===== config.mk =====
export PLATFORM = sky130hd
export DESIGN_NAME = nibble_serial_adder_ctrl
export DESIGN_NICKNAME = d
export VERILOG_FILES = /design/src/rtl/nibble_ctrl_pkg.sv /design/src/rtl/carry_lookahead_adder.sv /design/src/rtl/nibble_serial_adder_ctrl.sv
export SDC_FILE = /design/constraint.sdc
export NUM_CORES = 1
export LEC_CHECK = 0
export BUFFER_PORTS_ARGS = -buffer_cell sky130_fd_sc_hd__buf_2
export CAP_MARGIN = 20
export CORE_UTILIZATION = 50
export CTS_BUF_LIST = sky130_fd_sc_hd__clkbuf_2
export DETAILED_ROUTE_END_ITERATION = 16
export GPL_ROUTABILITY_DRIVEN = 0
export PLACE_DENSITY = 0.74
export SLEW_MARGIN = 20
export SYNTH_ARGS = -nofsm -noshare
export SYNTH_HDL_FRONTEND = slang
export SYNTH_SLANG_ARGS = --single-unit

===== constraint.sdc =====
create_clock -name clk -period 3.1 [get_ports clk]
set_clock_uncertainty 0.15 [all_clocks]
set_input_delay 0.31 -clock clk [delete_from_list [all_inputs] [get_ports clk]]
set_output_delay 0.31 -clock clk [all_outputs]
set_load 0.05 [all_outputs]

===== src/rtl/nibble_ctrl_pkg.sv =====
// ---------------------------------------------------------------------------
// nibble_ctrl_pkg
// Shared definitions for the nibble-serial adder controller.
//   state_t   : controller FSM states (IDLE / RUN / DONE)
//   NIBBLE_W  : width of the time-shared adder slice
//   idxWidth  : width of the nibble index counter for a given nibble count
// ---------------------------------------------------------------------------
package nibble_ctrl_pkg;

  typedef enum logic [1:0] {
    IDLE = 2'd0,
    RUN  = 2'd1,
    DONE = 2'd2
  } state_t;

  localparam int NIBBLE_W = 4;

  // Index counter width; a single-nibble count still needs one bit so the
  // counter never collapses to a zero-width vector.
  function automatic int idxWidth(input int nibbles);
    return (nibbles > 1) ? $clog2(nibbles) : 1;
  endfunction

endpackage


===== src/rtl/carry_lookahead_adder.sv =====
// ---------------------------------------------------------------------------
// carry_lookahead_adder
// 4-bit carry-lookahead adder slice.
//   A, B  : 4-bit addends
//   Cin   : carry into bit 0
//   S     : 4-bit sum
//   Cout  : carry INTO bit 3 (not out of bit 3); callers that need the real
//           carry-out must combine it with the bit-3 operand bits themselves
// ---------------------------------------------------------------------------
module carry_lookahead_adder (
  input  logic [3:0] A,
  input  logic [3:0] B,
  input  logic       Cin,
  output logic [3:0] S,
  output logic       Cout
);

  logic [3:0] w_gen;
  logic [3:0] w_prop;
  logic [3:0] w_carry;

  // Generate/propagate terms and the flattened lookahead carry equations
  // for carries into bits 0..3.
  always_comb begin
    w_gen      = A & B;
    w_prop     = A ^ B;
    w_carry[0] = Cin;
    w_carry[1] = w_gen[0] | (w_prop[0] & Cin);
    w_carry[2] = w_gen[1] | (w_prop[1] & w_gen[0]) | (w_prop[1] & w_prop[0] & Cin);
    w_carry[3] = w_gen[2] | (w_prop[2] & w_gen[1]) | (w_prop[2] & w_prop[1] & w_gen[0])
               | (w_prop[2] & w_prop[1] & w_prop[0] & Cin);
    S          = w_prop ^ w_carry;
    Cout       = w_carry[3];
  end

endmodule


===== src/rtl/nibble_serial_adder_ctrl.sv =====
// ---------------------------------------------------------------------------
// nibble_serial_adder_ctrl
// WIDTH-bit add/subtract built from one 4-bit carry-lookahead slice that is
// stepped across the operands one nibble per cycle, LSB nibble first.
//   clk, rst            : clock, synchronous active-high reset
//   in_valid / in_ready : operand handshake (a, b, cin, sub)
//   sub                 : 0 = a + b + cin, 1 = a - b (cin ignored)
//   out_valid/out_ready : result handshake (sum, cout, ovf)
//   cout                : carry out of the MSB (1 = no borrow on subtract)
//   ovf                 : two's-complement signed overflow
// ---------------------------------------------------------------------------
module nibble_serial_adder_ctrl
  import nibble_ctrl_pkg::*;
#(
  parameter int WIDTH = 16
) (
  input  logic             clk,
  input  logic             rst,
  input  logic             in_valid,
  output logic             in_ready,
  input  logic [WIDTH-1:0] a,
  input  logic [WIDTH-1:0] b,
  input  logic             cin,
  input  logic             sub,
  output logic             out_valid,
  input  logic             out_ready,
  output logic [WIDTH-1:0] sum,
  output logic             cout,
  output logic             ovf
);

  localparam int                 NIBBLES  = WIDTH / NIBBLE_W;
  localparam int                 IDX_W    = idxWidth(NIBBLES);
  localparam logic [IDX_W-1:0]   LAST_IDX = IDX_W'(NIBBLES - 1);

  state_t                r_state;
  state_t                w_nextState;
  logic [WIDTH-1:0]      r_opA;
  logic [WIDTH-1:0]      r_opB;
  logic [WIDTH-1:0]      r_sum;
  logic                  r_carry;
  logic [IDX_W-1:0]      r_idx;
  logic                  r_cout;
  logic                  r_ovf;

  logic [NIBBLE_W-1:0]   w_nibA;
  logic [NIBBLE_W-1:0]   w_nibB;
  logic [NIBBLE_W-1:0]   w_nibSum;
  logic                  w_claCout;
  logic                  w_trueCarry;
  logic                  w_accept;
  logic                  w_resultTaken;
  logic                  w_lastNib;

  // The slice currently being processed; subtraction was already folded
  // into r_opB (inverted) and r_carry (forced to 1) at accept time.
  assign w_nibA = r_opA[NIBBLE_W*r_idx +: NIBBLE_W];
  assign w_nibB = r_opB[NIBBLE_W*r_idx +: NIBBLE_W];

  carry_lookahead_adder u_cla (
    .A    (w_nibA),
    .B    (w_nibB),
    .Cin  (r_carry),
    .S    (w_nibSum),
    .Cout (w_claCout)
  );

  // The slice reports the carry into bit 3, so the real carry out of the
  // nibble is rebuilt from the bit-3 operand bits: generate, or propagate
  // that incoming carry.
  assign w_trueCarry   = (w_nibA[3] & w_nibB[3]) | ((w_nibA[3] ^ w_nibB[3]) & w_claCout);
  assign w_accept      = in_valid & (r_state == IDLE);
  assign w_resultTaken = out_ready & (r_state == DONE);
  assign w_lastNib     = (r_idx == LAST_IDX);

  assign in_ready  = (r_state == IDLE);
  assign out_valid = (r_state == DONE);
  assign sum       = r_sum;
  assign cout      = r_cout;
  assign ovf       = r_ovf;

  // State register; reset wins over any handshake in the same cycle.
  always_ff @(posedge clk) begin
    if (rst) begin
      r_state <= IDLE;
    end else begin
      r_state <= w_nextState;
    end
  end

  // Next-state decode: accept in IDLE, walk all nibbles in RUN, then hold
  // the result in DONE until the consumer takes it.
  always_comb begin
    w_nextState = r_state;
    case (r_state)
      IDLE:    if (w_accept)      w_nextState = RUN;
      RUN:     if (w_lastNib)     w_nextState = DONE;
      DONE:    if (w_resultTaken) w_nextState = IDLE;
      default: w_nextState = IDLE;
    endcase
  end

  // Datapath: capture operands on accept, write one result nibble per RUN
  // cycle and record the final flags on the last nibble. Nothing changes in
  // DONE, which keeps the result frozen during backpressure.
  always_ff @(posedge clk) begin
    if (rst) begin
      r_opA   <= '0;
      r_opB   <= '0;
      r_sum   <= '0;
      r_carry <= 1'b0;
      r_idx   <= '0;
      r_cout  <= 1'b0;
      r_ovf   <= 1'b0;
    end else begin
      case (r_state)
        IDLE: begin
          if (w_accept) begin
            r_opA   <= a;
            r_opB   <= sub ? ~b : b;
            r_carry <= sub ? 1'b1 : cin;
            r_idx   <= '0;
            r_sum   <= '0;
            r_cout  <= 1'b0;
            r_ovf   <= 1'b0;
          end
        end
        RUN: begin
          r_sum[NIBBLE_W*r_idx +: NIBBLE_W] <= w_nibSum;
          r_carry <= w_trueCarry;
          r_idx   <= r_idx + 1'b1;
          if (w_lastNib) begin
            r_cout <= w_trueCarry;
            r_ovf  <= w_claCout ^ w_trueCarry;
          end
        end
        default: begin
        end
      endcase
    end
  end

endmodule


==> results.py, run 1 <==
metrics = {
    "pwr": {
        "netSwitchingFraction_pct": 30.1,
        "power_mw": 1.34,
        "pwr-share-comb_pct": 22.0,
        "peakVddDrop_mv": 0.271,
        "power.switching_mw": 0.405,
        "cellPowerDensity_nw_per_um2": 409,
        "leakage_nw": 1.36,
        "p_int_mw": 0.938,
        "power.share.clock_pct": 20.6,
        "pwr-share-seq_pct": 57.4,
    },
    "cts": {
        "clkTransAtPathRegs_ns": 0.29,
        "insertion_delay_ns": 0.46,
        "cts_max_path_buffers": 2,
        "cts_buffers": 5,
        "cts_max_level": 2,
        "clockRootBuffer": "clkbuf_2",
        "numClockSinks": 55,
        "post_cts_buffers": 0,
        "cts_tree": "yes",
    },
    "sta": {
        "hold_violations": 0,
        "min_period_over_period_pct": 93.9,
        "final.setup.worst_slack_ns": 0.190,
        "timing.setup.tns_ns": 0,
        "max-slew-margin-rel_pct": 51.7,
        "report.final.slew_viol_count": 0,
        "finalSetupViolations": 0,
        "max_freq_mhz": 344,
        "rsz0062_at_grt": "no",
        "worst_pin_slew_ns": 0.724,
        "period_needed_ns": 2.91,
    },
    "worst_setup_path": {
        "path_max_fanout": 7,
        "r2r-end": "sum[3]",
        "cp_slowest_cell": "mux4_2",
        "reg2reg_slack_ns": 0.19,
        "crit_chain": "mux4_2 -> ha_1 -> a211o_1 -> a31oi_4 -> fa_1 -> inv_1 -> a22oi_1 -> nor2_1",
        "setup.worst_path.class": "reg -> reg",
        "cp.arrival_ns": 3.16,
        "r2r_start": "r_idx[0]",
        "max_stage_delay_ns": 0.56,
        "cp_data_required_time_ns": 3.35,
        "crit_path_start_kind": "register",
        "reg2regPathDepth": 8,
        "crit_path_end_kind": "register",
    },
    "floorplan": {
        "io_pins": 58,
        "dieHeight_um": 74.6,
        "dieArea_um2": 5570,
        "initial_core_util_pct": 51.7,
        "fp-row-count": 26,
        "dieWidth_um": 74.6,
        "core-area_um2": 5110,
    },
    "logic_synthesis": {
        "ys.flop_type": "dfxtp_1",
        "syn_nets": 318,
        "ys_ff_latch": 55,
        "yosys_warnings": 0,
        "synth_cells": 271,
        "async_reset_ff_share_pct": 0,
        "seq_area_frac_synth_pct": 41.7,
        "synth.area.top_cells": "dfxtp_1 (42%), mux4_2 (6.8%), xnor2_1 (5.6%)",
        "yosysTopAreaCell": "dfxtp_1",
        "ys_types": 42,
        "synth-edff-count": 0,
        "yosysTopAreaCellShare_pct": 41.7,
        "syn_area_um2": 2640,
        "synth.avg_cell_area_um2": 9.74,
    },
    "drt": {
        "wl_mm": 6.02,
        "ant_nets": 0,
        "num_vias": 2221,
        "drc": 0,
        "avgViaCountPerCell": 5.25,
        "wl_per_cell_um": 14.2,
        "firstDrtPassIters": 4,
        "drt_iter0_drc": 135,
    },
    "final_layout": {
        "synthToLayoutAreaGrowth_pct": 24.5,
        "diodes": 0,
        "drive_above_1_share_pct": 26.9,
        "fin_cells": 423,
        "nNetsFinal": 399,
        "utilization_pct": 64.3,
    },
    "min_path": {
        "hold_depth": 3,
        "hold_path_end": "r_opB[9]",
        "hold_path.class": "in -> reg",
        "hold_start": "b[9]",
    },
    "run_status": {
        "outcome": "finished clean",
    },
    "place": {
        "port_buffers": 57,
        "placed_cells": 384,
        "hpwl_mm": 3.87,
        "place_ws_ns": 0.0983,
    },
    "global_route": {
        "grt_max_degree": 49,
        "grt_overflow_total": 0,
        "grt_usage_pct": 23.5,
        "grt_pass1_wl_mm": 9.75,
        "grt_pass1_vias": 2107,
        "antenna_found_initial": 0,
    },
    "flow_run": {
        "max_cap_violations": 0,
    },
}
## flip-flops by register name (all words and copies together), names as in the netlist
register and flops:
r_state 2, cout 1, r_opB 16, sum 16
ovf 1, r_carry 1, r_idx 2, r_opA 16
## power groups by stage
stage / Sequential, mW / Clock, mW / Combinational [mW]
after floorplan: 0.781 / 0 / 0.197
after global placement: 0.783 / 0 / 0.257
after detailed placement: 0.783 / 0 / 0.263
after CTS: 0.770 / 0.280 / 0.292
after global routing: 0.776 / 0.309 / 0.322
final: 0.770 / 0.277 / 0.296
## final cells by class
type / count / area (um2)
fill: 439 / 1820
multi-input combinational: 192 / 1410
sequential: 55 / 1100
timing repair buffer: 92 / 626
tap: 70 / 87.6
clock buffer: 6 / 30.0
inverter: 6 / 22.5
clock inverter: 2 / 12.5
## worst max-delay path, delay by kind of cell (launching register included)
kind | cells | cell delay, ns
compound gates | 3 | 0.65
fa+ha+maj | 2 | 0.74
buf+inv | 1 | 0.13
flops | 1 | 0.51
mux | 1 | 0.56
simple gates | 1 | 0.11
## stage by stage
| stage | area (um2) | hold WS, ns |
|---|---|---|
| final | 3290 | 0.0164 |
| after global routing | 3290 | 0.00426 |
| after CTS | 3270 | 0.0122 |
| after detailed placement | 2930 | 0.301 |
| after global placement | 2930 | 0.295 |
| after floorplan | 2640 | 0.283 |
## placed cells by master, fill, tap and decap left out, types with 2 or more instances in the layout
cell           count
and3_1             2
nor2_1            38
buf_4              4
mux4_2             8
nand3b_1           2
dfxtp_1           54
fa_1               2
ha_1               7
dlygate4sd3_1     31
a21oi_1           17
a32oi_1            4
nor2b_1            4
clkbuf_2           6
xnor2_1           17
a211oi_2          10
a22oi_1           14
buf_2             57
inv_1              6
a211oi_1           6
nand2_1           36
a21o_1             5
## cells by family (layout without fill, tap and decap cells)
logic type | Yosys count | count (layout) | synth area share, %
DFF | 55 | 55 | 41.7
muxes | 10 | 10 | 7.63
and+or+nand+nor | 93 | 93 | 16.1
AOI/OAI and AO/OA | 62 | 62 | 18.7
adders and majority gates | 9 | 9 | 4.84
xor gates and xnor gates | 18 | 18 | 5.97
buffers and inverters | 24 | 106 | 5.03
## Yosys cell counts (all sizes together) (5+ instances only)
library cell,n
inv,6
ha,7
nand2,37
a22oi,14
mux4,8
xnor2,17
a21oi,17
dfxtp,55
clkbuf,8
a21o,5
nor2,39
buf,10
a211oi,16
## how the worst max path moves through the flow
stage / startpoint / to / slack [ns] / cells past startpoint
floorplan: r_idx[0] / sum[11] / 0.22 / 9
global placement: r_idx[0] / sum[15] / 0.19 / 8
detailed placement: r_idx[0] / sum[3] / 0.1 / 8
CTS: r_idx[0] / sum[3] / 0.05 / 8
global route: r_idx[0] / sum[7] / 0.03 / 8
finish: r_idx[0] / sum[3] / 0.19 / 8
## routing by layer
layer / up-vias / GRT usage (%) / routed length, um / share of wire, %
li1: 1103 / - / - / -
met4: 0 / 7.34 / 104 / 1.7
met5: - / 0 / 0 / 0
met1: 1050 / 29.2 / 2680 / 44
met2: 58 / 40.7 / 2970 / 49
met3: 10 / 5.22 / 267 / 4.4
## repair_timing
item | 4_1_cts | 5_1_grt
hold endpoints to repair | 30 | 1
hold buffers | 30 | 1
endpoints found under the setup margin | 0 | 4
gates resized for setup | 0 | 1
(Power assumes the default switching activity.)
==> run 2: changes to the inputs <==
- clock period: 3.1 -> 3 ns (I/O delays scaled with it)
==> results.py, run 2 (synthesis gave the netlist of run 1 again) <==
metrics = {
    "pwr": {
        "power_mw": 1.37,
        "peakVddDrop_mv": 0.224,
        "cellPowerDensity_nw_per_um2": 414,
        "leakage_nw": 1.37,
    },
    "final_layout": {
        "nNetsFinal": 402,
        "mostFrequentLayoutCells": "buf_2 (57), dfxtp_1 (54), nor2_1 (38), nand2_1 (36), dlygate4sd3_1 (33)",
        "mostFrequentLayoutCell": "buf_2",
        "drive_above_1_share_pct": 26.6,
        "synthToLayoutAreaGrowth_pct": 25.2,
        "stdcell_area_um2": 3300,
        "diodes": 0,
    },
    "floorplan": {
        "dieArea_um2": 5570,
        "initial_core_util_pct": 51.7,
        "fp-row-count": 26,
        "dieHeight_um": 74.6,
        "io_pins": 58,
        "core-area_um2": 5110,
        "dieWidth_um": 74.6,
    },
    "drt": {
        "firstDrtPassIters": 4,
        "wl_met3_um": 267,
        "ant_nets": 0,
        "num_vias": 2264,
        "wl_per_cell_um": 14.1,
        "avgViaCountPerCell": 5.34,
        "drt-met1-wl_mm": 2.61,
        "drt_iter0_drc": 117,
        "highest-signal-layer": "met4",
        "drc": 0,
        "wl_met2_mm": 3.07,
        "wl_mm": 6.00,
    },
    "cts": {
        "post_cts_buffers": 0,
        "cts_max_path_buffers": 2,
        "insertion_delay_ns": 0.43,
        "numClockSinks": 55,
        "clkTransAtPathRegs_ns": 0.24,
        "cts_tree": "yes",
        "cts_buffers": 5,
        "clockRootBuffer": "clkbuf_2",
        "cts_max_level": 2,
    },
    "sta": {
        "min_period_over_period_pct": 93.9,
        "max_freq_mhz": 355,
        "timing.setup.tns_ns": 0,
        "max-slew-margin-rel_pct": 53.8,
        "rsz0062_at_grt": "no",
        "finalSetupViolations": 0,
        "report.final.slew_viol_count": 0,
        "period_needed_ns": 2.82,
        "worst_pin_slew_ns": 0.694,
        "hold_violations": 0,
    },
    "worst_setup_path": {
        "crit_path_start_kind": "register",
        "max_stage_delay_ns": 0.55,
        "worst-path-buf-inv": 1,
        "cp_data_required_time_ns": 3.24,
        "cp.arrival_ns": 3.05,
        "crit_chain": "mux4_2 -> ha_1 -> a211o_1 -> a31oi_4 -> fa_1 -> inv_1 -> a22oi_1 -> nor2_1",
        "cp_top_family": "adder cells",
        "cp_slowest_cell": "mux4_2",
        "path_max_fanout": 7,
        "setup.worst_path.class": "reg -> reg",
        "crit_path_end_kind": "register",
    },
    "flow_run": {
        "max_cap_violations": 0,
    },
    "global_route": {
        "grt_usage_pct": 22.3,
        "grt_max_degree": 49,
        "grt_pass1_wl_mm": 9.26,
        "antenna_found_initial": 0,
        "grt_overflow_total": 0,
        "grt_pass1_vias": 2067,
    },
    "place": {
        "post_dp_cell_area_um2": 2940,
        "hpwl_mm": 3.96,
        "port_buffers": 57,
    },
    "min_path": {
        "hold_path.class": "in -> reg",
    },
    "run_status": {
        "outcome": "finished clean",
    },
}
run 2: final timing paths:
| path | start | to | slack (ns) | cells after the start |
|---|---|---|---|---|
| max | r_idx[0] | sum[3] | 0.18 | 8 |
| min | in_valid | r_carry | 0.20 | 4 |
| max reg2reg | r_idx[0] | sum[3] | 0.18 | 8 |
| min reg2reg | r_opA[7] | r_opA[7] | 0.33 | 2 |
run 2: worst register-to-register path, delay by kind of cell (launching register included):
family	cells	cell delay, ns
buffers and inverters	1	0.14
adders and majority gates	2	0.74
AOI/OAI and AO/OA	3	0.63
and+or+nand+nor	1	0.10
DFF	1	0.46
muxes	1	0.56
run 2: metrics by stage:
stage	worst slack (ns)	std cells	hold slack (ns)	utilization (%)
after floorplan	0.119	271	0.283	-
after global placement	0.111	385	0.293	57.5
after detailed placement	0.0429	385	0.298	57.5
after CTS	0.0209	417	0.00235	63.2
after global routing	0.0353	424	0.212	64.7
final	0.183	424	0.200	64.7
run 2: cell type report:
type	count	area [um2]
well taps	70	87.6
repair buffers	95	653
multi-input cells	192	1410
flip-flops and latches	55	1100
clock buffers	6	30.0
inverters	6	22.5
fillers	406	1800
run 2: repair_timing:
action,in CTS,in global routing
hold buffers,26,7
endpoints found under the hold margin,26,7
endpoints found under the setup margin,0,6
gates resized for setup,0,2
run 2: routing by layer:
layer / track usage, % / vias up
li1: - / 1111
met2: 39.2 / 67
met4: 5.24 / 0
met3: 5.22 / 6
met5: 0 / -
met1: 27.7 / 1080
run 2: power by group:
part / internal (mW) / total, mW / switching [mW] / leakage, nW
combinational: 0.143 / 0.309 / 0.166 / 0.898
clock: 0.0525 / 0.264 / 0.211 / 0.0249
sequential: 0.769 / 0.795 / 0.0265 / 0.451
total: 0.964 / 1.37 / 0.404 / 1.37
